$ cat config.mk
export PLATFORM = sky130hd
export DESIGN_NAME = fs_score_pipe
export DESIGN_NICKNAME = d
export VERILOG_FILES = /design/src/rtl/fs_score_pipe.sv
export SDC_FILE = /design/constraint.sdc
export NUM_CORES = 2
export LEC_CHECK = 0
export BUFFER_PORTS_ARGS = -buffer_cell sky130_fd_sc_hd__buf_2
export CAP_MARGIN = 15
export CORE_ASPECT_RATIO = 0.6
export CORE_MARGIN = 2
export CORE_UTILIZATION = 50
export CTS_BUF_LIST = sky130_fd_sc_hd__clkbuf_8
export CTS_CLUSTER_DIAMETER = 60
export DETAILED_ROUTE_END_ITERATION = 10
export PLACE_DENSITY = 0.78
export RECOVER_POWER = 100
export SLEW_MARGIN = 20
export SYNTH_ARGS = -nofsm -noshare
export SYNTH_HDL_FRONTEND = slang
export SYNTH_SLANG_ARGS = --single-unit
$ cat constraint.sdc
create_clock -name clock -period 7.2 [get_ports clock]
set_clock_uncertainty 0.15 [all_clocks]
set_input_delay 1.44 -clock clock [delete_from_list [all_inputs] [get_ports clock]]
set_output_delay 1.44 -clock clock [all_outputs]
set_load 0.02 [all_outputs]
$ cat src/rtl/fs_score_pipe.sv
// FAST corner-score pipeline: classify circle points, detect a contiguous arc, score,
// and emit a back-pressured write request to the score memory.
module fs_score_pipe #(
    parameter int PIX_W      = 8,
    parameter int NPTS       = 16,
    parameter int ARC_LEN    = 9,
    parameter int ADDR_W     = 15,
    parameter int SCORE_W    = 8,
    parameter int CNT_W      = 16,
    parameter bit WRITE_ZERO = 1'b0
) (
    input  logic                    clock,
    input  logic                    nReset,
    input  logic                    inValid,
    output logic                    inReady,
    input  logic [ADDR_W-1:0]       refAddr,
    input  logic [PIX_W-1:0]        refPixel,
    input  logic [NPTS*PIX_W-1:0]   adjPixel,
    input  logic [PIX_W-1:0]        thres,
    output logic                    wren,
    input  logic                    outReady,
    output logic [ADDR_W-1:0]       refScoreAddr,
    output logic [SCORE_W-1:0]      scoreValue,
    output logic                    isCorner,
    input  logic                    frameStart,
    output logic [CNT_W-1:0]        cornerCount
);

    localparam int ACC_W = PIX_W + $clog2(NPTS);
    localparam int EXT_W = PIX_W + 1;

    // valid/ready: a sample moves in on a clock edge where inValid && inReady; a write
    // leaves on an edge where wren && outReady. Every stage holds while advance is low.
    logic advance;
    assign advance = !wren || outReady;
    assign inReady = advance;

    logic                  s1_valid;
    logic [NPTS-1:0]       s1_bright;
    logic [NPTS-1:0]       s1_dark;
    logic [NPTS*PIX_W-1:0] s1_e;
    logic [NPTS*PIX_W-1:0] s1_d;
    logic [ADDR_W-1:0]     s1_addr;

    logic                  s2_valid;
    logic                  s2_arc;
    logic [ACC_W-1:0]      s2_sb;
    logic [ACC_W-1:0]      s2_sd;
    logic [ADDR_W-1:0]     s2_addr;

    // Stage 1 combinational: classification and excesses in PIX_W+1 bits so nothing wraps.
    logic [NPTS-1:0]       c_bright;
    logic [NPTS-1:0]       c_dark;
    logic [NPTS*PIX_W-1:0] c_e;
    logic [NPTS*PIX_W-1:0] c_d;
    logic [EXT_W-1:0]      c_hi;
    logic [EXT_W-1:0]      c_ref;
    logic [EXT_W-1:0]      c_adj;
    logic [EXT_W-1:0]      c_lo;
    logic [EXT_W-1:0]      c_be;
    logic [EXT_W-1:0]      c_de;

    always_comb begin
        c_bright = '0;
        c_dark   = '0;
        c_e      = '0;
        c_d      = '0;
        c_ref    = {1'b0, refPixel};
        c_hi     = c_ref + {1'b0, thres};
        c_adj    = '0;
        c_lo     = '0;
        c_be     = '0;
        c_de     = '0;
        for (int i = 0; i < NPTS; i++) begin
            c_adj = {1'b0, adjPixel[i*PIX_W +: PIX_W]};
            c_lo  = c_adj + {1'b0, thres};
            c_be  = c_adj - c_hi;
            c_de  = c_ref - c_lo;
            if (c_adj > c_hi) begin
                c_bright[i]            = 1'b1;
                c_e[i*PIX_W +: PIX_W]  = c_be[PIX_W-1:0];
            end
            if (c_lo < c_ref) begin
                c_dark[i]              = 1'b1;
                c_d[i*PIX_W +: PIX_W]  = c_de[PIX_W-1:0];
            end
        end
    end

    // Stage 2 combinational: circular run search and excess sums.
    logic             arc_b;
    logic             arc_d;
    logic             run_b;
    logic             run_d;
    logic [ACC_W-1:0] sum_b;
    logic [ACC_W-1:0] sum_d;

    always_comb begin
        arc_b = 1'b0;
        arc_d = 1'b0;
        run_b = 1'b0;
        run_d = 1'b0;
        for (int s = 0; s < NPTS; s++) begin
            run_b = 1'b1;
            run_d = 1'b1;
            for (int k = 0; k < ARC_LEN; k++) begin
                run_b = run_b & s1_bright[(s + k) % NPTS];
                run_d = run_d & s1_dark[(s + k) % NPTS];
            end
            arc_b = arc_b | run_b;
            arc_d = arc_d | run_d;
        end
    end

    always_comb begin
        sum_b = '0;
        sum_d = '0;
        for (int i = 0; i < NPTS; i++) begin
            sum_b = sum_b + ACC_W'(s1_e[i*PIX_W +: PIX_W]);
            sum_d = sum_d + ACC_W'(s1_d[i*PIX_W +: PIX_W]);
        end
    end

    // Stage 3 combinational: pick the larger sum and clamp to the score width.
    logic [ACC_W-1:0]   raw;
    logic [SCORE_W-1:0] sat_score;
    assign raw = (s2_sb > s2_sd) ? s2_sb : s2_sd;

    generate
        if (ACC_W > SCORE_W) begin : g_sat
            assign sat_score = (|raw[ACC_W-1:SCORE_W]) ? {SCORE_W{1'b1}} : raw[SCORE_W-1:0];
        end else begin : g_nosat
            assign sat_score = SCORE_W'(raw);
        end
    endgenerate

    always_ff @(posedge clock or negedge nReset) begin
        if (!nReset) begin
            s1_valid     <= 1'b0;
            s1_bright    <= '0;
            s1_dark      <= '0;
            s1_e         <= '0;
            s1_d         <= '0;
            s1_addr      <= '0;
            s2_valid     <= 1'b0;
            s2_arc       <= 1'b0;
            s2_sb        <= '0;
            s2_sd        <= '0;
            s2_addr      <= '0;
            wren         <= 1'b0;
            refScoreAddr <= '0;
            scoreValue   <= '0;
            isCorner     <= 1'b0;
        end else if (advance) begin
            s1_valid     <= inValid;
            s1_bright    <= c_bright;
            s1_dark      <= c_dark;
            s1_e         <= c_e;
            s1_d         <= c_d;
            s1_addr      <= refAddr;
            s2_valid     <= s1_valid;
            s2_arc       <= arc_b | arc_d;
            s2_sb        <= sum_b;
            s2_sd        <= sum_d;
            s2_addr      <= s1_addr;
            // Non-corners become bubbles unless zero-score writes are wanted.
            wren         <= s2_valid && (s2_arc || WRITE_ZERO);
            refScoreAddr <= s2_addr;
            scoreValue   <= s2_arc ? sat_score : '0;
            isCorner     <= s2_valid && s2_arc;
        end
    end

    logic corner_done;
    assign corner_done = wren && outReady && isCorner;

    always_ff @(posedge clock or negedge nReset) begin
        if (!nReset) begin
            cornerCount <= '0;
        end else if (frameStart) begin
            cornerCount <= corner_done ? CNT_W'(1) : '0;
        end else if (corner_done && (cornerCount != {CNT_W{1'b1}})) begin
            cornerCount <= cornerCount + 1'b1;
        end
    end

endmodule

==> flow_summary.toml <==
[worst_setup_path]
reg2reg_to = "s2_sb[11]"
r2r_slack_ns = 1.24
path_max_fanout = 17
crit_cells = 16
slowest_stage = "clkbuf_1"
cp_num_buf_inv = 3
path_cells = "buf_2 > clkbuf_1 > ha_1 > fa_1 > a21oi_1 > nor2b_1 > nor2_1 > xor2_1 > buf_4 > ha_1 > and3_1 > o21ai_0 > nand3_1 > a31o_2 > and2_0 > a22o_1"
cp.arrival_ns = 6.99
crit_type = "input pin to flop"
cp-start-kind = "input pin"
endpoint_kind = "flop"
cp_common_cell = "ha_1"
timing.rr.start = "s1_e[27]"
cp_top_family = "buffers and inverters"
critPathMaxStageDelay_ns = 1.47
rr_worst_depth = 17
cp.required_ns = 7.59

[sta]
hold_viol = 0
setup-tns-final_ns = 0
relSlewSlack_pct = -134.7
worst_pin_slew_ns = 3.520
fin_crit_sh_pct = 91.69
holdWs_ns = 0.3118
fin_crit_ns = 6.602
finalSetupViolations = 0
slew_violations = 408
rsz0062_at_grt = "no"
finalWorstSetupSlack_ns = 0.5984
fmax_mhz = 151.5

[hold_path]
hold_end = "refScoreAddr[8]"
hold_depth = 2
hold_path_class = "flop to flop"
worstHoldStart = "s2_addr[8]"

[yosys]
ys_seq_area_share_pct = 25.14
syn_area_um2 = 38320
synth_top_area_cell = "dfrtp_1"
async_flop_share_pct = 100.0
netlist.area_leader.share_pct = 25.14
synth_cells = 4122
ys_ff_latch = 385
synth-edff-count = 0
ys_types = 66
yosysWarnings = 0
avgSynthCellArea_um2 = 9.296
ys.flop_type = "dfrtp_1"
synth_nets = 5110
synthTopCellsByArea = "dfrtp_1 25%, ha_1 18%, fa_1 14%, inv_1 6.3%, a22o_1 3.9%"

[floorplan]
die_h_um = 218.4
die_width_um = 361.4
initial_core_util_pct = 50.59
ioPinCount = 206
die_area_um2 = 78940
core_area_um2 = 75730
row_count = 78

[routing]
first_pass_iters = 5
wl_mm = 130.7
wire_per_inst_um = 24.09
vias = 32770
drt_iter0_markers = 4059
drc = 0
ant_nets = 0
vias_per_cell = 6.038

[global_route]
busiest_layer = "met1"
grt_pass1_vias = 31120
grt_usage_pct = 33.16
grt_pass1_wl_mm = 194.0
grt_use_met3_pct = 14.44
antenna_found_initial = 8
grtUsageMet1_pct = 49.78
grt_max_degree = 159
gr-total-overflow = 0
grt_use_met2_pct = 42.40

[clock_network]
cts_hold_buf = 0
clock-root-buffer = "clkbuf_8"
clock_latency_ns = 0.68
clockBufferDepth = 3
htreeDepth = 3
post_cts_resized = 0
clock-sinks = 385
cts_made_buffers = 67
cts_tree = "done"
clk_pin_slew_ns = 0.06
cts_setup_buffers = 0

[place]
dpl_worst_slack_ns = 1.402
globalplace.congestion = 1.012
dpl.hpwl_mm = 102.1
port_buffers = 205

[finish]
nNetsFinal = 5365
final_common_cell = "inv_1"
syn_to_final_growth_pct = 9.342
drive_gt1_share_pct = 7.414
final_cell_mix = "657 x inv_1, 559 x ha_1, 385 x dfrtp_1"

[job]
timing.max_cap.violations = 6

[outcome]
violations = "capacitance limit, slew limit"
status = "finished with violations"
layer usage:
layer  share of wire (%)  vias to the layer above
met5               0.035                        -
met4                 3.0                        8
met3                  17                      268
met2                  36                     2084
met1                  44                    15810
li1                    -                    14600
final cells by class:
class / count / area (um2)
Tap cell: 1000 / 1251
Timing Repair Buffer: 248 / 1318
Antenna cell: 3 / 7.507
Fill cell: 6777 / 33840
Clock inverter: 42 / 304.0
Multi-Input combinational cell: 3034 / 25960
Inverter: 641 / 2407
Clock buffer: 74 / 1018
Sequential cell: 385 / 9634
worst min-delay path, stage by stage, from the launching register on:
cell and delay, ns:
dfrtp_1 0.34, nand2_1 0.05, nand2_1 0.05
flip-flops by register name, indices dropped and copies added (netlist names), 15 cells and up:
register,count
cornerCount,16
refScoreAddr,15
s1_dark,16
s1_d,128
s1_bright,16
s1_e,128
s1_addr,15
s2_addr,15
worst max path at each step:
| stage | from | to | slack (ns) |
|---|---|---|---|
| floorplan | s1_d[2] | s2_sd[10] | 1.81 |
| global placement | s1_e[27] | s2_sb[11] | 1.43 |
| detailed placement | s1_e[27] | s2_sb[11] | 1.40 |
| CTS | s1_e[27] | s2_sb[11] | 1.38 |
| global route | nReset | s1_e[53] | 0.59 |
| finish | thres[0] | s1_e[115] | 0.60 |
cells in the mapped netlist (24+ instances only):
master / count
a21o_1: 106
o2111ai_1: 25
nor3_1: 91
inv_1: 640
nand4_1: 25
o21ai_0: 194
a21oi_1: 212
xnor2_1: 138
nand3_1: 35
a22o_1: 172
o21bai_1: 34
o21a_1: 52
o22ai_1: 45
nor2b_1: 112
o211ai_1: 35
nor2_1: 225
a211oi_1: 26
and3_1: 24
fa_1: 265
nand2_1: 322
a32o_1: 36
dfrtp_1: 385
xor2_1: 115
clkbuf_1: 40
ha_1: 559
logic make-up (layout without fill, tap and decap cells):
logic type / count (synthesis) / count (layout) / share of synthesized area, %
flops: 385 / 385 / 25.14
other cells: 0 / 3 / 0
buf+inv: 703 / 1005 / 7.008
compound gates: 1046 / 1046 / 18.93
xor+xnor: 253 / 253 / 5.783
simple gates: 911 / 911 / 11.04
fa+ha+maj: 824 / 824 / 32.10
per-stage QoR:
stage | instance area, um2 | utilization [%] | cells
floorplan | 38320 | - | 4122
global placement | 40760 | 53.82 | 5308
detailed placement | 40760 | 53.82 | 5308
CTS | 42080 | 55.57 | 5424
global route | 41890 | 55.31 | 5425
finish | 41900 | 55.32 | 5427
Power is not shown: default switching activity piles up to over one toggle a cycle in this logic, so the estimate is an artifact.
